--- src/rtl/board_pkg.sv ---
// Shared constants and types for the board RAM scheduler: cell encodings,
// slot numbering and the FSM state types.
package board_pkg;

   localparam int ADDR_W = 7;
   localparam int DATA_W = 2;
   localparam int CELLS  = 100;

   typedef enum logic [1:0] {
      EMPTY = 2'b00,
      SHIP  = 2'b01,
      HIT   = 2'b10,
      MISS  = 2'b11
   } cell_t;

   localparam logic [1:0] CLEAR_VAL = EMPTY;

   typedef logic [1:0] ph_t;
   localparam ph_t VID_PH = 2'd0;

   typedef enum logic [1:0] {
      G_IDLE,
      G_WAIT,
      G_DATA,
      G_ACK
   } game_state_t;

   typedef enum logic [1:0] {
      C_IDLE,
      C_SWEEP,
      C_DONE
   } clear_state_t;

endpackage

--- src/rtl/board_clear_seq.sv ---
// Board clear sequencer: walks addresses 0..CELLS-1, advancing one cell per
// granted slot, then pulses done for a single cycle.
module board_clear_seq #(
   parameter int ADDR_W = board_pkg::ADDR_W,
   parameter int CELLS  = board_pkg::CELLS
) (
   input  logic              clk,
   input  logic              rst,
   input  logic              start,
   input  logic              grant,
   output logic              starting,
   output logic              req,
   output logic              busy,
   output logic              done,
   output logic [ADDR_W-1:0] addr
);
   import board_pkg::*;

   clear_state_t      state, state_next;
   logic [ADDR_W-1:0] cnt;
   logic              last;

   assign last     = (cnt == ADDR_W'(CELLS - 1));
   assign starting = (state == C_IDLE) && start;
   assign busy     = (state == C_SWEEP);
   assign req      = busy;
   assign done     = (state == C_DONE);
   assign addr     = cnt;

   // NOTE: sequential state uses non-blocking assignments so every register
   // samples pre-edge values, independent of block ordering.
   always_ff @(posedge clk) begin
      if (!rst) begin
         state <= C_IDLE;
         cnt   <= '0;
      end else begin
         state <= state_next;
         if (starting)
            cnt <= '0;
         else if (busy && grant)
            cnt <= cnt + ADDR_W'(1);
      end
   end

   // NOTE: next-state is defaulted first so no path leaves it unassigned,
   // which would otherwise infer a latch.
   always_comb begin
      state_next = state;
      case (state)
         C_IDLE:  if (start) state_next = C_SWEEP;
         C_SWEEP: if (grant && last) state_next = C_DONE;
         C_DONE:  state_next = C_IDLE;
         default: state_next = C_IDLE;
      endcase
   end

endmodule

--- src/rtl/board_ram_scheduler.sv ---
// Shares one single-port board RAM between the video reader (fixed 1-of-4
// slot), the game-logic req/ack port and the clear sequencer.
module board_ram_scheduler #(
   parameter int                ADDR_W    = board_pkg::ADDR_W,
   parameter int                DATA_W    = board_pkg::DATA_W,
   parameter int                CELLS     = board_pkg::CELLS,
   parameter logic [DATA_W-1:0] CLEAR_VAL = DATA_W'(board_pkg::CLEAR_VAL)
) (
   input  logic              clk,
   input  logic              rst,
   input  logic [ADDR_W-1:0] vid_addr,
   output logic [DATA_W-1:0] vid_data,
   input  logic              gm_req,
   input  logic              gm_we,
   input  logic [ADDR_W-1:0] gm_addr,
   input  logic [DATA_W-1:0] gm_wdata,
   output logic              gm_ack,
   output logic [DATA_W-1:0] gm_rdata,
   input  logic              clear_start,
   output logic              clear_busy,
   output logic              clear_done,
   output logic [ADDR_W-1:0] ram_addr,
   output logic              ram_we,
   output logic [DATA_W-1:0] ram_wdata,
   input  logic [DATA_W-1:0] ram_rdata
);
   import board_pkg::*;

   localparam logic [ADDR_W:0] CELLS_LIM = CELLS[ADDR_W:0];

   ph_t               ph, ph_next;
   logic              video_edge, capture_edge;
   game_state_t       g_state, g_next;
   logic              gm_issue, gm_bad, gm_in_range;
   logic              clr_req, clr_starting, clr_grant, clear_active;
   logic [ADDR_W-1:0] clr_addr;

   board_clear_seq #(.ADDR_W(ADDR_W), .CELLS(CELLS)) u_clear (
      .clk      (clk),
      .rst      (rst),
      .start    (clear_start),
      .grant    (clr_grant),
      .starting (clr_starting),
      .req      (clr_req),
      .busy     (clear_busy),
      .done     (clear_done),
      .addr     (clr_addr)
   );

   // Decisions are made for the slot being entered, so decode from ph_next.
   assign ph_next      = ph + 2'd1;
   assign video_edge   = (ph_next == VID_PH);
   assign capture_edge = (ph_next == ph_t'(VID_PH + 2'd2));
   assign gm_in_range  = ({1'b0, gm_addr} < CELLS_LIM);
   assign clear_active = clear_busy || clr_starting;
   assign gm_ack       = (g_state == G_ACK);

   // Clear issues wait for an in-flight game op; a starting clear beats a
   // simultaneous game request.
   always_comb begin
      g_next    = g_state;
      clr_grant = 1'b0;
      gm_issue  = 1'b0;
      if (!video_edge && g_state == G_IDLE) begin
         if (clr_req)
            clr_grant = 1'b1;
         else if (gm_req && !clear_active)
            gm_issue = 1'b1;
      end
      case (g_state)
         G_IDLE:  if (gm_issue) g_next = G_WAIT;
         G_WAIT:  g_next = G_DATA;
         G_DATA:  g_next = G_ACK;
         G_ACK:   g_next = G_IDLE;
         default: g_next = G_IDLE;
      endcase
   end

   // NOTE: the RAM array lives outside this block; only the control and
   // output registers here need reset values.
   always_ff @(posedge clk) begin
      if (!rst) begin
         ph        <= VID_PH;
         g_state   <= G_IDLE;
         ram_addr  <= '0;
         ram_we    <= 1'b0;
         ram_wdata <= '0;
         vid_data  <= '0;
         gm_rdata  <= '0;
         gm_bad    <= 1'b0;
      end else begin
         ph      <= ph_next;
         g_state <= g_next;

         if (video_edge) begin
            ram_addr <= vid_addr;
            ram_we   <= 1'b0;
         end else if (clr_grant) begin
            ram_addr  <= clr_addr;
            ram_we    <= 1'b1;
            ram_wdata <= CLEAR_VAL;
         end else if (gm_issue) begin
            ram_addr  <= gm_addr;
            ram_we    <= gm_we && gm_in_range;
            ram_wdata <= gm_wdata;
            gm_bad    <= !gm_in_range;
         end else begin
            ram_we <= 1'b0;
         end

         if (capture_edge)
            vid_data <= ram_rdata;

         if (g_state == G_DATA)
            gm_rdata <= gm_bad ? '0 : ram_rdata;
      end
   end

endmodule

--- config.mk ---
export PLATFORM = sky130hd
export DESIGN_NAME = board_ram_scheduler
export DESIGN_NICKNAME = d
export VERILOG_FILES = /design/src/rtl/board_pkg.sv /design/src/rtl/board_clear_seq.sv /design/src/rtl/board_ram_scheduler.sv
export SDC_FILE = /design/constraint.sdc
export NUM_CORES = 1
export LEC_CHECK = 0
export ABC_AREA = 0
export CORE_MARGIN = 4
export CORE_UTILIZATION = 44
export CTS_BUF_LIST = sky130_fd_sc_hd__clkbuf_4 sky130_fd_sc_hd__clkbuf_8
export CTS_CLUSTER_DIAMETER = 50
export DETAILED_ROUTE_END_ITERATION = 7
export PLACE_DENSITY = 0.78
export SETUP_SLACK_MARGIN = 0.3
export SYNTH_ARGS = -nofsm -noshare
export SYNTH_HDL_FRONTEND = slang
export SYNTH_SLANG_ARGS = --single-unit
export TNS_END_PERCENT = 50
--- constraint.sdc ---
create_clock -name clk -period 1.8 [get_ports clk]
set_input_delay 0.54 -clock clk [delete_from_list [all_inputs] [get_ports clk]]
set_output_delay 0.54 -clock clk [all_outputs]
set_load 0.05 [all_outputs]
# Word level (Yosys, flattened, before mapping)
# Cells that the tools add are included.
# classes
n_addsub,2
magnitude_cmp,1
n_eq_ne,10
mux,18
n_bitwise,3
n_reduce_logical,20
# op_table
operator,n
$mux 7,3
$mux 2,6
$eq 2x2->1 const B,4
$pmux 2 s4,1
$add 7x1->7 const B,1
$eq 7x7->1 const B,1
$lt 7x7->1 const B,1
$mux 1,7
$logic_and 1x1->1,6
$logic_not 2->1,3
$eq 2x1->1 const B,2
$ne 2x2->1 const B,2
$pmux 2 s2,1
$reduce_and 2->1,2
$reduce_or 2->1,2
$logic_not 1->1,3
$not 1->1,3
$reduce_and 3->1,1
$reduce_bool 3->1,1
$add 2x1->2 const B,1
$ne 2x1->1 const B,1
$reduce_bool 2->1,1
$logic_or 1x1->1,1
# totals
ff_bits,28
inputBits,23
word_cells,64

# Longest topological paths before layout
# Gate-level depths: netlist (run 1).
# depth
word_depth,11
mapped_depth,8
depth_no_buf,6

# By module
# From an unflattened synthesis (run 1), not the netlist that was laid out.
# unflattened
hier_cells,161
hier_area_um2,1487.7
# by_module_without_submodules
module,instances,cells_per_inst,area_per_inst_um2,seq_area_each_um2
board_ram_scheduler,1,114,1056.0,380.4
board_clear_seq,1,47,431.7,180.2

# Least setup slack after synthesis (run 1)
# No wires, ideal clock.
# synth_timing
path_kind,register to register
from,reg g_state[0]
to,reg ram_addr[4]
arrival_time_ps,1683
slack_ps,0
path_stages_with_launch,9
n_path_buf,2
cell_sequence,dfxtp_1 inv_1 ha_1 and3b_1 buf_6 a311oi_4 buf_6 nor2_1 a32o_1
# synth_between
elab_chain_len,5
elab_cells_between_ends,7
cone_classes,4 x mux; 3 x reduce/logical
# synth_rtl
item,line_no,text
"start, declared",board_ram_scheduler.sv:33,"game_state_t g_state, g_next;"
"start signal, assigned",board_ram_scheduler.sv:93,g_state <= g_next;
$logic_not 2->1 (*),board_ram_scheduler.sv:64,if (!video_edge && g_state == G_IDLE) begin
$logic_and 1x1->1 (*),board_ram_scheduler.sv:64,
$mux 1,board_ram_scheduler.sv:64,
$mux 7,board_ram_scheduler.sv:98,end else if (clr_grant) begin
$mux 7,board_ram_scheduler.sv:95,if (video_edge) begin
"end signal, assigned",board_ram_scheduler.sv:96,ram_addr <= vid_addr;
"end signal, assigned",board_ram_scheduler.sv:99,ram_addr <= clr_addr;
"end signal, assigned",board_ram_scheduler.sv:103,ram_addr <= gm_addr;
"end, declared",board_ram_scheduler.sv:22,"output logic [ADDR_W-1:0] ram_addr,"
# Every way passes the cells marked *; elsewhere a longest branch is shown, timed or not.
# A chain may end at the register's enable or synchronous reset.

# Worst setup path in the final report (run 1)
# layout_timing
from,reg u_clear.state[1]
to,out clear_busy
# layout_between
elab_chain_len,1
# layout_rtl
item,line_no,text
"start, declared",board_clear_seq.sv:19,"clear_state_t state, state_next;"
"start signal, assigned",board_clear_seq.sv:37,state <= state_next;
$eq 2x1->1,board_clear_seq.sv:25,assign busy = (state == C_SWEEP);
"end, declared",board_ram_scheduler.sv:20,"output logic clear_busy,"
# Every way passes these cells.

==> results.md, run 1 <==
• **insertion delay of the later-clocked pin in the worst-skew pair** 320 ps
• **drt via density** 5.23
• **largest driver fanout on the critical path** 3
• **Post-Synthesis Mean Instance Area** 9.31 um2
• **count of hold-fix buffers inserted at cts** 0
• **number of buffers created by CTS** 3
• **H-Tree Depth** 1
• **Top-Level Pins** 40
• **Max Slew Vio Count** 0
• **max-cap violation count** 0
• **Syn Inst Count** 151
• **Clock power frac** 0.118
• **number of buffer cells added on primary ports** 39
• **async set-reset flop share out of synthesis** 0
• **share of synthesized area occupied by flip-flops and latches** 0.399
• **total placed cells including tap cells** 245
• **clock tree root driver cell** clkbuf_4
• **Core Box Area** 3050 um2
• **Warnings, synthesis** 0
• **power density over the cells** 1000 nW/um2
• **Peak VDD IR** 0.000456 V
• **deepest clock path buffer count** 2
• **antenna diode count** 0
• **startpoint kind of the worst setup timing path** flip-flop
• **internal power component** 1.32 mW
• **largest net degree at the start of global routing** 15
• **height of the die** 64.5 um
• **clock slew at reported path FFs** 140 ps
• **fraction of layout instances using a drive strength above 1** 0.324
• **DRC** 0
• **net switching power figure** 0.825 mW
• **number of DRC violations after detailed-routing iteration 0** 50
• **final weighted congestion in routability-driven placement** 0.875
• **detailed-route wire length** 3850 um
• **worst hold path type** flip-flop to flip-flop
• **total global routing track utilization** 0.190
• **cell area after synthesis** 1410 um2
• **Finish-stage setup viols** 0
• **result of the run** finished, final reports clean
• **setup repair after global routing missed its margin** true
• **leakage power** 0.909 nW
• **Logic pwr share** 0.526
• **relative slew slack** 0.822
• **slew at the pin closest to its max-slew limit** 264 ps
• **number of unique standard cell types used by synthesis** 43
• **global-route wire length before repair** 6280 um
• **dominant synthesized flop cell** dfxtp_1
• **number of failing hold endpoints at the final stage** 0
• **critical path class** flip-flop to output port
• **minimum clock period after layout** 1610 ps
• **Post-synth EDFFs** 0
• **final antenna-violating net count** 0
• **number of placement rows** 20
• **number of storage elements in the synthesis netlist** 28
• **number of sinks handled by clock tree synthesis** 28
• **post-route total power** 2.15 mW
• **Syn-to-layout area delta** 52.4%
• **net count after synthesis** 181
• **Total Nets Final** 245
• **horizontal die dimension** 64.5 um
• **CP Data Arrival Time** 1070 ps
• **post-route clock skew** 5.13 ps
• **via count of the first global-routing pass** 1399
• **fraction of the cycle the final worst path needs** 0.896
• **count of non-filler cells in the finished layout** 257
• **vias post-DR** 1344
• **sort of element at the end of the critical path** output port
• **DR WL/cell** 15.0 um
• **switching share of total power** 0.384
• **overall overflow remaining after global route** 0
• **TritonCTS clock tree** yes
• **antenna violations before repair** 0
• **Die Footprint** 4160 um2
• **number of search-and-repair iterations in the first detailed-routing pass** 4
• **number of filler instances in the final layout** 235
• **maximum clock frequency** 620 MHz
• **share of power burned in registers** 0.356
• **data required time at the worst endpoint** 1260 ps
• **Detail Placement HPWL** 2890 um
• **initial core utilization** 0.460
[layer usage]
metal | part of all wire | track usage | up-vias
li1 | - | - | 659
met1 | 0.38 | 0.205 | 635
met2 | 0.56 | 0.365 | 40
met3 | 0.043 | 0.0364 | 10
met4 | 0.023 | 0.0686 | 0
met5 | 0 | 0 | -
[state kept, by name, summed over array words and instances (netlist names)]
signal,cells
ram_we,1
u_clear.addr,7
g_state,2
vid_data,2
ram_addr,7
gm_bad,1
ram_wdata,2
ph,2
u_clear.state,2
gm_rdata,2
[worst max-delay path: stages, from the launching register on]
cell and delay, ps:
dfxtp_4 370, and2b_2 230, buf_12 150
[layout make-up]
class / instances / area [um2] / share of cell area
clock buffers: 3 / 22.5 / 0.0105
inverters: 6 / 25.0 / 0.0117
multi-input cells: 109 / 836 / 0.390
flip-flops and latches: 28 / 574 / 0.268
well taps: 44 / 55.1 / 0.0257
repair buffers: 67 / 628 / 0.293
[power groups by stage]
stage	Sequential (mW)	Clock, mW	Combinational [mW]
after floorplan	0.927	0	0.447
after global placement	0.768	0	0.866
after detailed placement	0.772	0	0.918
after CTS	0.761	0.255	1.04
after global routing	0.778	0.280	1.19
final	0.764	0.254	1.13
[metrics by stage]
| step | setup TNS (ps) | hold slack (ps) | cell area, um2 | utilization | setup WS, ps |
|---|---|---|---|---|---|
| 6_report | 0 | 480 | 2140 | 0.701 | 187 |
| 2_1_floorplan | 0 | 426 | 1420 | - | 199 |
| 5_1_grt | 0 | 490 | 2140 | 0.701 | 137 |
| 4_1_cts | 0 | 470 | 2100 | 0.688 | 184 |
| 3_5_place_dp | -2620 | 464 | 1970 | 0.645 | -259 |
| 3_3_place_gp | -2080 | 436 | 1970 | 0.645 | -211 |
[layout by cell type, fill, tap and decap left out, types with 4 or more instances in the layout]
master | Yosys | final
buf_6 | 2 | 6
nand2_1 | 11 | 11
clkdlybuf4s50_1 | 0 | 20
dfxtp_1 | 28 | 23
o21ai_0 | 6 | 6
buf_4 | 0 | 35
nor2b_1 | 6 | 5
inv_1 | 6 | 4
ha_1 | 7 | 5
a21oi_1 | 6 | 6
nor2_1 | 11 | 10
xor2_1 | 5 | 5
buf_12 | 0 | 4
mux2i_1 | 6 | 6
[Yosys cell counts (3+ instances only)]
cell type  count  share of area
mux2i_1        6          0.043
a32o_1         3          0.021
o21ai_1        3          0.011
nand3_1        5          0.018
buf_2          3          0.011
xor2_1         5          0.031
dfxtp_1       28           0.40
a21oi_1        6          0.021
nor2b_1        6          0.027
clkbuf_1       3         0.0080
and3_1         3          0.013
nand4_1        3          0.013
nor2_1        11          0.029
nand2_1       11          0.029
nor3b_1        3          0.016
ha_1           7          0.062
o21ai_0        6          0.021
inv_1          6          0.016
nand2b_1       3          0.013
[what timing repair did]
action,in CTS,in global routing
pin swaps,11,7
buffers inserted,7,2
resized for setup,20,8
endpoints found under the setup margin,24,19
[path summary, 6_finish.rpt]
check,startpoint,to,slack (ps),cells past startpoint
worst min register to register,ph[0],ph[0],480,1
worst max register to register,g_state[1],ram_addr[3],200,7
worst max-delay path,u_clear.state[1],clear_busy,190,2
worst min-delay path,ph[0],ph[0],480,1
[logic make-up (layout without fill, tap and decap cells)]
kind of cell,after synthesis,in the layout,synth area share
multiplexers,8,8,0.0588
AND/OR/NAND/NOR,55,55,0.219
AO/OA/AOI/OAI,33,33,0.173
XOR/XNOR,6,6,0.0374
buffers and inverters,14,76,0.0508
flip-flops,28,28,0.399
adder cells (fa/ha/maj),7,7,0.0623
Power figures use the tool's default switching activity.
==> run 2, diff against run 1 <==
--- a/config.mk
+++ b/config.mk
@@ -6,7 +6,6 @@
 export NUM_CORES = 1
 export LEC_CHECK = 0
 export ABC_AREA = 0
-export CORE_MARGIN = 4
 export CORE_UTILIZATION = 44
 export CTS_BUF_LIST = sky130_fd_sc_hd__clkbuf_4 sky130_fd_sc_hd__clkbuf_8
 export CTS_CLUSTER_DIAMETER = 50
==> constraint.sdc (replaced) <==
create_clock -name clk -period 1.4 [get_ports clk]
set_input_delay 0.42 -clock clk [delete_from_list [all_inputs] [get_ports clk]]
set_output_delay 0.42 -clock clk [all_outputs]
set_load 0.05 [all_outputs]
==> run 2 against run 1 <==
Net effect:
- the flow now finishes with violations (setup timing)
- clock skew rose by 5.7 ps
- non-clock buffer count is 6 higher
- critical path depth grew 1
- clock power rose by 120%
- global-route usage grew 7.2 points
- register-to-register slack got worse by 400 ps
- sequential power rose by 35%
- critical path type unchanged
==> results.md, run 2 (same netlist as run 1, synthesis figures left out) <==
• **total global routing track utilization** 0.262, was 0.190
• **Finish-stage setup viols** 23, was 0
• **CP Data Arrival Time** 1200 ps, was 1070 ps
• **register-to-register setup slack** -200 ps, was 200 ps
• **commonest non-fill, non-tap cell in the layout** buf_4, unchanged
• **drt via density** 5.31, was 5.23
• **TritonCTS clock tree** yes, unchanged
• **leakage power** 1.04 nW, was 0.909 nW
• **number of search-and-repair iterations in the first detailed-routing pass** 4, unchanged
• **number of placement rows** 20, unchanged
• **height of the die** 58.5 um, was 64.5 um
• **via count of the first global-routing pass** 1497, was 1399
• **detailed-route wire length** 4320 um, was 3850 um
• **insertion delay of the later-clocked pin in the worst-skew pair** 350 ps, was 320 ps
• **critical path class** flip-flop to output port, unchanged
• **relative slew slack** 0.632, was 0.822
• **deepest clock path buffer count** 2, unchanged
• **worst path buffer plus inverter count** 2, was 1
• **Die Footprint** 3420 um2, was 4160 um2
• **number of buffers created by CTS** 3, unchanged
• **antenna violations before repair** 0, unchanged
• **Peak VDD IR** 0.000744 V, was 0.000456 V
• **startpoint kind of the worst setup timing path** flip-flop, unchanged
• **minimum clock period after layout** 1620 ps
• **Final Worst Setup Slack** -223 ps, was 187 ps
• **setup repair after global routing missed its margin** true, unchanged
• **top library cells by usage in the layout, fill and taps aside** 24 x buf_4, 20 x clkdlybuf4s50_1, 18 x buf_12, was 35 x buf_4, 23 x dfxtp_1, 20 x clkdlybuf4s50_1
• **vias post-DR** 1403, was 1344
• **clock tree root driver cell** clkbuf_4, unchanged
• **number of failing hold endpoints at the final stage** 0, unchanged
• **crit-path max cell delay** 370 ps, about the same
• **largest driver fanout on the critical path** 4, was 3
• **number of DRC violations after detailed-routing iteration 0** 40, was 50
• **max-cap violation count** 0, unchanged
• **maximum clock frequency** 616 MHz
• **slew at the pin closest to its max-slew limit** 548 ps, was 264 ps
• **power density over the cells** 1320 nW/um2, was 1000 nW/um2
• **Slowest-stage cell, CP** dfxtp_2, was dfxtp_4
• **result of the run** complete, but fails checks, was finished, final reports clean
• **violations in the final reports** setup timing
• **worst setup slack before clock tree synthesis** -566 ps, was -259 ps
• **Detail Placement HPWL** 2860 um, was 2890 um
• **DR WL/cell** 16.3 um, was 15.0 um
• **fraction of layout instances using a drive strength above 1** 0.459, was 0.324
• **Core Box Area** 3050 um2, unchanged
• **fraction of the cycle the final worst path needs** 1.16
• **initial core utilization** 0.460, unchanged
• **largest net degree at the start of global routing** 17, was 15
• **fraction of the core area covered by cells at the end of the flow** 0.827, was 0.701
• **Syn-to-layout area delta** 79.7%, was 52.4%
• **final weighted congestion in routability-driven placement** 0.812, was 0.875
• **H-Tree Depth** 1, unchanged
• **instance area at placement** 2190 um2, was 1970 um2
• **Max Slew Vio Count** 0, unchanged
• **post-route total power** 3.33 mW, was 2.15 mW
• **DRC** 0, unchanged
• **overall overflow remaining after global route** 0, unchanged
• **worst-path cell chain** buf_6 > and2b_2 > buf_12, was and2b_2 > buf_12
• **final antenna-violating net count** 0, unchanged
• **horizontal die dimension** 58.5 um, was 64.5 um
• **worst hold path type** flip-flop to flip-flop, unchanged
• **Total Negative Setup Slacks** -3190 ps, was 0 ps
• **sort of element at the end of the critical path** output port, unchanged
• **data required time at the worst endpoint** 980 ps, was 1260 ps
• **number of buffer cells added on primary ports** 39, unchanged
• **final std cell area, no fill** 2520 um2, was 2140 um2
• **post-route clock skew** 10.9 ps, was 5.13 ps
• **global-route wire length before repair** 6690 um, was 6280 um
• **Total Nets Final** 251, was 245
• **critical path's top delay family** flip-flops, unchanged
• **clock slew at reported path FFs** 160 ps, was 140 ps
• **antenna diode count** 0, unchanged
• **Top-Level Pins** 40, unchanged
• **number of sinks handled by clock tree synthesis** 28, unchanged
[run 2: through the flow]
step | hold slack [ps] | cells
after detailed placement | 510 | 250
after CTS | 489 | 262
after floorplan | 423 | 151
after global placement | 488 | 250
after global routing | 495 | 264
final | 486 | 264
[run 2: cell type report]
cell class / instances / area, um2
inverters: 6 / 27.5
clock inverters: 1 / 30.0
clock buffers: 3 / 22.5
well taps: 44 / 55.1
repair buffers: 73 / 863
fillers: 188 / 528
multi-input cells: 109 / 945
flip-flops and latches: 28 / 582
[run 2: layer usage]
| layer | GRT usage | part of all wire | routed length (um) |
|---|---|---|---|
| met4 | 0.119 | 0.028 | 122 |
| met3 | 0.0374 | 0.036 | 155 |
| met5 | 0 | 0 | 0 |
| met1 | 0.268 | 0.38 | 1630 |
| met2 | 0.521 | 0.56 | 2400 |
[run 2: timing repair]
action / CTS / global route
pin swaps: 15 / 11
endpoints found under the setup margin: 41 / 42
hold buffers: 0 / 0
setup buffers: 8 / 2
gates resized for setup: 44 / 16
[run 2: final timing paths]
check,end,start,cells after the start
worst max-delay path,clear_busy,u_clear.state[0],3
worst min-delay path,ram_addr[0],ram_addr[0],2
worst max register to register,ram_addr[4],g_state[0],6
worst min register to register,ram_addr[0],ram_addr[0],2
[run 2: tightest hold or removal path: cells and delay by family (launching register included)]
family / cells / cell delay (ps)
AND/OR/NAND/NOR: 2 / 100
flip-flops: 1 / 370
[run 2: power breakdown]
part | switching (mW) | leakage [nW] | internal (mW) | total [mW]
clock network | 0.260 | 0.0279 | 0.290 | 0.550
registers | 0.114 | 0.235 | 0.914 | 1.03
logic | 0.831 | 0.778 | 0.919 | 1.75
total | 1.21 | 1.04 | 2.12 | 3.33
==> run 3, diff against run 2 <==
--- a/config.mk
+++ b/config.mk
@@ -10,9 +10,9 @@
 export CTS_BUF_LIST = sky130_fd_sc_hd__clkbuf_4 sky130_fd_sc_hd__clkbuf_8
 export CTS_CLUSTER_DIAMETER = 50
 export DETAILED_ROUTE_END_ITERATION = 7
-export PLACE_DENSITY = 0.78
+export PLACE_DENSITY_LB_ADDON = 0.2
 export SETUP_SLACK_MARGIN = 0.3
 export SYNTH_ARGS = -nofsm -noshare
 export SYNTH_HDL_FRONTEND = slang
 export SYNTH_SLANG_ARGS = --single-unit
-export TNS_END_PERCENT = 50
+export TNS_END_PERCENT = 5
==> run 3 against run 2 <==
Net effect:
- the run still ends with setup timing left
- register-to-register slack better by 40 ps
- via count shrank 2.1%
- global-route usage decreased by 2.7 points
- clock skew decreased by 7.9 ps
- final cell count grew 0.38%
- first-iteration DRC count decreased by 13%
- die area unchanged
- sequential share of layout area is 0.88 points higher
- power shrank 12%
- sequential power barely moved
- worst setup slack better by 46 ps
- critical endpoint unchanged
==> results.md, run 3 (same netlist as run 1, synthesis figures left out) <==
• **data required time at the worst endpoint** 980 ps, about the same
• **largest driver fanout on the critical path** 3, was 4
• **count of non-filler cells in the finished layout** 265, was 264
• **sort of element at the end of the critical path** output port, unchanged
• **Syn-to-layout area delta** 70.9%, was 79.7%
• **largest net degree at the start of global routing** 15, was 17
• **worst-path cell chain** buf_6 > and2b_2 > buf_12, unchanged
• **worst setup slack before clock tree synthesis** -538 ps, was -566 ps
• **horizontal die dimension** 58.5 um, unchanged
• **number of buffers created by CTS** 3, unchanged
• **length of routed wiring on met1** 1520 um, was 1630 um
• **fraction of the core area covered by cells at the end of the flow** 0.786, was 0.827
• **post-route worst hold slack** 510 ps, was 486 ps
• **switching share of total power** 0.369, was 0.362
• **critical path's top delay family** flip-flops, unchanged
• **max-cap violation count** 0, unchanged
• **DR WL/cell** 14.0 um, was 16.3 um
• **post-route total power** 2.92 mW, was 3.33 mW
• **Total Negative Setup Slacks** -1530 ps, was -3190 ps
• **commonest non-fill, non-tap cell in the layout** buf_4, unchanged
• **deepest clock path buffer count** 2, unchanged
• **startpoint kind of the worst setup timing path** flip-flop, unchanged
• **share of power burned in registers** 0.346, was 0.309
• **Logic pwr share** 0.542, was 0.526
• **maximum clock frequency** 634 MHz, was 616 MHz
• **clock tree root driver cell** clkbuf_4, unchanged
• **global-route wire length before repair** 6070 um, was 6690 um
• **crit-path max cell delay** 370 ps, about the same
• **relative slew slack** 0.816, was 0.632
• **number of search-and-repair iterations in the first detailed-routing pass** 4, unchanged
• **number of placement rows** 20, unchanged
• **number of buffer cells added on primary ports** 39, unchanged
• **Die Footprint** 3420 um2, unchanged
• **via count of the first global-routing pass** 1374, was 1497
• **Clock power frac** 0.112, was 0.165
• **number of failing hold endpoints at the final stage** 0, unchanged
• **detailed-route wire length** 3720 um, was 4320 um
• **overall overflow remaining after global route** 0, unchanged
• **Top-Level Pins** 40, unchanged
• **number of filler instances in the final layout** 205, was 188
• **post-route clock skew** 2.96 ps, was 10.9 ps
• **H-Tree Depth** 1, unchanged
• **routed wire length on met3** 134 um, was 155 um
• **final antenna-violating net count** 0, unchanged
• **total global routing track utilization** 0.235, was 0.262
• **fraction of the cycle the final worst path needs** 1.13, was 1.16
• **clock slew at reported path FFs** 140 ps, was 160 ps
• **fraction of layout instances using a drive strength above 1** 0.394, was 0.459
• **Total Nets Final** 253, was 251
• **slew at the pin closest to its max-slew limit** 272 ps, was 548 ps
• **CP Data Arrival Time** 1160 ps, was 1200 ps
• **setup repair after global routing missed its margin** true, unchanged
• **vias post-DR** 1374, was 1403
• **minimum clock period after layout** 1580 ps, was 1620 ps
• **violations in the final reports** setup timing, unchanged
• **net switching power figure** 1.08 mW, was 1.21 mW
• **DR WL met2** 2030 um, was 2400 um
• **DRC** 0, unchanged
• **height of the die** 58.5 um, unchanged
• **final weighted congestion in routability-driven placement** 0.928, was 0.812
• **number of DRC violations after detailed-routing iteration 0** 35, was 40
• **result of the run** complete, but fails checks, unchanged
• **critical path class** flip-flop to output port, unchanged
• **Slowest-stage cell, CP** dfxtp_2, unchanged
• **insertion delay of the later-clocked pin in the worst-skew pair** 320 ps, was 350 ps
• **Finish-stage setup viols** 19, was 23
• **Detail Placement HPWL** 2830 um, was 2860 um
• **antenna violations before repair** 0, unchanged
• **top library cells by usage in the layout, fill and taps aside** 28 x buf_4, 20 x clkdlybuf4s50_1, 17 x dfxtp_1, 17 x buf_12, was 24 x buf_4, 20 x clkdlybuf4s50_1, 18 x buf_12
• **leakage power** 0.994 nW, was 1.04 nW
• **TritonCTS clock tree** yes, unchanged
• **power density over the cells** 1220 nW/um2, was 1320 nW/um2
• **drt via density** 5.18, was 5.31
• **Peak VDD IR** 0.000652 V, was 0.000744 V
• **instance area at placement** 2210 um2, was 2190 um2
• **number of sinks handled by clock tree synthesis** 28, unchanged
• **top sig layer** met4, unchanged
• **Final Worst Setup Slack** -177 ps, was -223 ps
• **worst path buffer plus inverter count** 2, unchanged
• **worst hold path type** flip-flop to flip-flop, unchanged
• **antenna diode count** 0, unchanged
• **Max Slew Vio Count** 0, unchanged
• **final std cell area, no fill** 2400 um2, was 2520 um2
• **total placed cells including tap cells** 256, was 250
• **Core Box Area** 3050 um2, unchanged
• **initial core utilization** 0.460, unchanged
• **internal power component** 1.85 mW, was 2.12 mW
[run 3: cell count changes in the layout (fill, tap and decap cells not counted), sizes merged]
cell    previous run  this run
clkinv             1         0
bufinv             1         0
inv                5         6
buf               51        53
[run 3: path summary, 6_finish.rpt]
check              startpoint          end  slack, ps  cells past startpoint
max reg2reg        g_state[1]  ram_addr[2]       -160                      7
max          u_clear.state[1]   clear_busy       -180                      3
min               gm_rdata[0]  gm_rdata[0]        510                      2
min reg2reg       gm_rdata[0]  gm_rdata[0]        510                      2
[run 3: repair_timing]
action,CTS,global route
gates resized for setup,31,10
buffers inserted,6,0
setup endpoints to repair,41,43
gates cloned,0,0
pin swaps,9,5
hold buffers,0,0
[run 3: routing by layer]
metal	global-route usage	up-vias
li1	-	675
met1	0.278	656
met2	0.433	37
met3	0.0374	6
met4	0.0748	0
met5	0	-
[run 3: final cells by class]
cell class                 count  area, um2  share of cell area
multi-input combinational    109        868               0.362
clock buffer                   3       22.5             0.00938
timing repair buffer          75        858               0.357
inverter                       6       22.5             0.00938
sequential                    28        574               0.239
tap                           44       55.1              0.0229
[run 3: worst reg2reg max path, delay by kind of cell, from the launching register on]
kind	cells	cell delay, ps
AO/OA/AOI/OAI	2	420
flip-flops	1	370
AND/OR/NAND/NOR	2	270
buffers and inverters	2	230
adder cells (fa/ha/maj)	1	170
[run 3: power groups by stage]
stage	logic (mW)	registers, mW	clock network (mW)
floorplan	0.574	1.19	0
finish	1.58	1.01	0.327
detailed placement	1.38	1.02	0
CTS	1.51	1.01	0.336
global route	1.69	1.02	0.369
global placement	1.34	1.01	0
==> RTL edit 1: new RTL, settings of run 2 <==
Reset style: asynchronous (`rst`), changed in 2 clocked blocks.
--- a/src/rtl/board_clear_seq.sv
+++ b/src/rtl/board_clear_seq.sv
@@ -29,7 +29,7 @@
 
    // NOTE: sequential state uses non-blocking assignments so every register
    // samples pre-edge values, independent of block ordering.
-   always_ff @(posedge clk) begin
+   always_ff @(posedge clk or negedge rst) begin
       if (!rst) begin
          state <= C_IDLE;
          cnt   <= '0;
--- a/src/rtl/board_ram_scheduler.sv
+++ b/src/rtl/board_ram_scheduler.sv
@@ -78,7 +78,7 @@
 
    // NOTE: the RAM array lives outside this block; only the control and
    // output registers here need reset values.
-   always_ff @(posedge clk) begin
+   always_ff @(posedge clk or negedge rst) begin
       if (!rst) begin
          ph        <= VID_PH;
          g_state   <= G_IDLE;
Formal check against the unedited RTL: differs if rst is asserted again (counterexample within 4 cycles, from zero or initial values and one cycle with rst low); with rst held inactive, the same outputs for 10 cycles.
==> RTL edit 1 against run 2 <==
The run still ends with setup timing left. Sequential cell count unchanged. Cell area up 1.6%. Register-to-register slack worse by 90 ps. Core utilization up 0.63 points. Routed wire length up 2.5%. Sequential power up 39%. Area after synthesis up 2.7%. Power up 62%. Sequential share of layout area up 4.3 points. Clock skew up 2.1 ps. Setup slack worse by 72 ps. Critical path type is now reg2reg. Largest cell class is now buffers. Largest power group unchanged.
==> RTL edit 1: results (changes against run 2) <==
CP peak stage delay 450 ps (was 370 ps); status finished, violations left (unchanged); failing checks setup timing (unchanged); Tightest Hold Check Type in2async (was reg2reg); GP Congestion 0.902 (was 0.812); Main synth FF type dfrtp_1 (was dfxtp_1); Final Setup Violations 24 (was 23); complex-gate fraction of the synthesized area 12.1% (was 17.3%); post-synthesis mux area share 9.19% (was 5.88%); slowest CP cell dfrtp_1 (was dfxtp_2); Distinct cells, synth 33 (was 43); wire per inst 17.7 um (was 16.3 um); GRT Overall Usage 25.9% (was 26.2%); top cells by area, synth dfrtp_1 49%, mux2_2 7.0%, ha_1 6.1% (was dfxtp_1 40%, ha_1 6.2%, mux2i_1 4.3%); met1 Use GR 30.8% (was 26.8%); synth cell count leaders 28 x dfrtp_1, 12 x nor2_1, 11 x inv_1, 9 x mux2_2, 9 x nand2_1 (was 28 x dfxtp_1, 11 x nand2_1, 11 x nor2_1, 7 x ha_1); met1 wire length 1700 um (was 1630 um); WL met2 2290 um (was 2400 um); PnR worst setup slack -295 ps (was -223 ps); first-pass GRT wire length 6630 um (was 6690 um); setup TNS -3550 ps (was -3190 ps); XOR/XNOR Fraction of Synth Area 3.64% (was 3.74%); Cell Int Power 3.27 mW (was 2.12 mW); post-route insts no fill 250 (was 264); Clk pwr share 9.9% (was 16.5%); met3 wire length 261 um (was 155 um); Nets 237 (was 251); Synth Area in Adders 6.07% (was 6.23%); Worst Skew 13.0 ps (was 10.9 ps); placed cell count 234 (was 250); max_slew headroom 78.2% (was 63.2%); Synth async-reset ratio 100% (was 0%)
==> RTL edit 1: changes by cell type in the layout (fill, tap and decap cells not counted), sizes merged, moves of 3 or more <==
cell | run 2 | this run
a21boi | 4 | 0
a22oi | 0 | 3
a32o | 3 | 0
dfrtp | 0 | 28
dfxtp | 28 | 0
inv | 5 | 11
mux2 | 2 | 10
mux2i | 6 | 2
nand3 | 5 | 0
nand3b | 1 | 4
nor2b | 6 | 3
nor3b | 3 | 0
==> RTL edit 1: cell type report <==
cell class | instances | area, um^2 | share of cell area [%]
clock buffers | 3 | 22.5 | 0.878
clock inverters | 1 | 30.0 | 1.17
inverters | 11 | 43.8 | 1.71
multi-input cells | 89 | 808 | 31.5
flip-flops and latches | 28 | 702 | 27.4
well taps | 44 | 55.1 | 2.15
repair buffers | 74 | 903 | 35.2
==> RTL edit 1: worst paths after layout <==
check / startpoint / end / slack (ps) / cells past startpoint
worst max-delay path: u_clear.state[1]$_DFFE_PN0P_ / ram_addr[5]$_DFFE_PN0P_ / -290 / 5
worst min-delay path: rst / ram_addr[6]$_DFFE_PN0P_ / 410 / 2
worst max register to register: u_clear.state[1]$_DFFE_PN0P_ / ram_addr[5]$_DFFE_PN0P_ / -290 / 5
worst min register to register: gm_bad$_DFFE_PN0P_ / gm_bad$_DFFE_PN0P_ / 570 / 2
max in group asynchronous: rst / u_clear.state[0]$_DFFE_PN0P_ / 810 / 2
min in group clk: gm_bad$_DFFE_PN0P_ / gm_bad$_DFFE_PN0P_ / 570 / 2
==> RTL edit 1: repair_timing <==
item,CTS,global route
cloned,0,0
pin swaps,13,8
gates resized for setup,33,10
endpoints found under the setup margin,43,42
buffers inserted,10,2
==> RTL edit 2: new RTL, flow settings as in run 2 <==
Without the edit above. The package constant `ADDR_W` goes from 7 to 8.
--- a/src/rtl/board_pkg.sv
+++ b/src/rtl/board_pkg.sv
@@ -2,7 +2,7 @@
 // slot numbering and the FSM state types.
 package board_pkg;
 
-   localparam int ADDR_W = 7;
+   localparam int ADDR_W = 8;
    localparam int DATA_W = 2;
    localparam int CELLS  = 100;
 
Ports: changed (resized gm_addr, ram_addr and vid_addr); port bits go from 40 to 43. No check against the original RTL was run, so the function may have changed too.
==> RTL edit 2 against run 2 <==
The run still ends with setup timing left. First-iteration DRC count rose to 2.7 times the old value. Power rose by 8.4%. Setup slack got worse by 23 ps. Non-clock buffer count rose by 3. Synthesized cell count rose by 8.6%. Sequential cell count rose by 2. Area after synthesis rose by 6.8%. Count of clock-buffer cells in the layout rose by 3. Routed wire length rose by 29%. Hold slack improved by 27 ps. Cell area rose by 6.7%. Critical path type is now reg2reg. Largest power group unchanged.
==> RTL edit 2: results (changes against run 2) <==
Post-Place Worst Slack -528 ps (was -566 ps); FF-to-FF Start g_state[1]$_SDFFE_PN0P_ (was g_state[0]$_SDFFE_PN0P_); met2 Resource Use GR 53.8% (was 52.1%); H-tree depth 2 (was 1); post-route insts no fill 285 (was 264); worst r2r path cells 7 (was 6); Total Power 3.61 mW (was 3.33 mW); sequential share of the synthesized area 40.0% (was 39.9%); Port Buffers 42 (was 39); Max VDD drop 0.000803 V (was 0.000744 V); critical path peak fanout 12 (was 4); met1 wire length 2110 um (was 1630 um); fillers 168 (was 188); Main synth FF type dfxtp_1 (unchanged); first-pass GRT wire length 7510 um (was 6690 um); fraction of layout cells with a size suffix above 1 44.8% (was 45.9%); failing checks setup timing (unchanged); drt initial violations 108 (was 40); Mapped Nets 196 (was 181); worst hold path startpoint ram_wdata[0]$_SDFFE_PN0P_ (was ram_addr[0]$_SDFFE_PN0P_); vias in the first global route 1666 (was 1497); status finished, violations left (unchanged); clock-pin slew on the worst setup and hold paths 110 ps (was 160 ps); dpl hpwl 3190 um (was 2860 um); Comb pwr share 53.5% (was 52.6%); CTS Buf Count 5 (was 3); Cell Int Power 2.19 mW (was 2.12 mW); met1 Use GR 29.3% (was 26.8%); critical path's top delay family compound AO/OA/AOI/OAI gates (was flip-flops); Worst Hold Path EP ram_wdata[0]$_SDFFE_PN0P_ (was ram_addr[0]$_SDFFE_PN0P_); met3 wire length 358 um (was 155 um); PnR worst setup slack -246 ps (was -223 ps); end of the critical path ram_addr[3]$_SDFFE_PN0P_ (was clear_busy); Leak 1.10 nW (was 1.04 nW); syn_area_per_cell 9.15 um^2 (was 9.31 um^2); GP Congestion 0.902 (was 0.812); fraction of power consumed by sequential logic 30.6% (was 30.9%); final hold slack 513 ps (was 486 ps); largest net degree at the start of global routing 18 (was 17); synth cell count leaders 30 x dfxtp_1, 15 x nand2_1, 13 x a21oi_1, 11 x o21ai_0, 10 x nor2b_1 (was 28 x dfxtp_1, 11 x nand2_1, 11 x nor2_1, 7 x ha_1); setup TNS -3200 ps (was -3190 ps); slowest CP cell dfxtp_2 (unchanged); top cells by area, synth dfxtp_1 40%, ha_1 5.8%, a21oi_1 4.3% (was dfxtp_1 40%, ha_1 6.2%, mux2i_1 4.3%); Distinct cells, synth 41 (was 43); Via density 5.84 (was 5.31); Least-Margin Pin Slew 275 ps (was 548 ps); GRT Overall Usage 29.2% (was 26.2%); WL met2 2890 um (was 2400 um); wire per inst 19.5 um (was 16.3 um); Final Setup Violations 23 (unchanged); WP data arrival 1880 ps (was 1200 ps); met3 usage 9.81% (was 3.74%); Worst Skew 23.6 ps (was 10.9 ps); placed cell count 267 (was 250); area of placed instances 2330 um^2 (was 2190 um^2)
## RTL edit 2: what timing repair did
item / CTS / global route
setup buffers: 8 / 1
pin swaps: 19 / 14
gates cloned: 1 / 0
endpoints found under the setup margin: 44 / 47
gates resized for setup: 47 / 18
## RTL edit 2: cells by family after synthesis
| kind of cell | after synthesis | share of synthesized area (%) |
|---|---|---|
| AO/OA/AOI/OAI | 48 | 21.9 |
| XOR/XNOR | 6 | 3.50 |
| adder cells (fa/ha/maj) | 7 | 5.84 |
| buffers and inverters | 13 | 5.42 |
| flip-flops | 30 | 40.0 |
| multiplexers | 3 | 2.00 |
| AND/OR/NAND/NOR | 57 | 21.4 |
## RTL edit 2: final cells by class
type	count	area (um^2)	area share [%]
well taps	44	55.1	2.04
repair buffers	76	901	33.4
clock inverters	2	12.5	0.464
inverters	5	18.8	0.697
multi-input cells	122	1040	38.5
flip-flops and latches	30	619	23.0
clock buffers	6	51.3	1.90
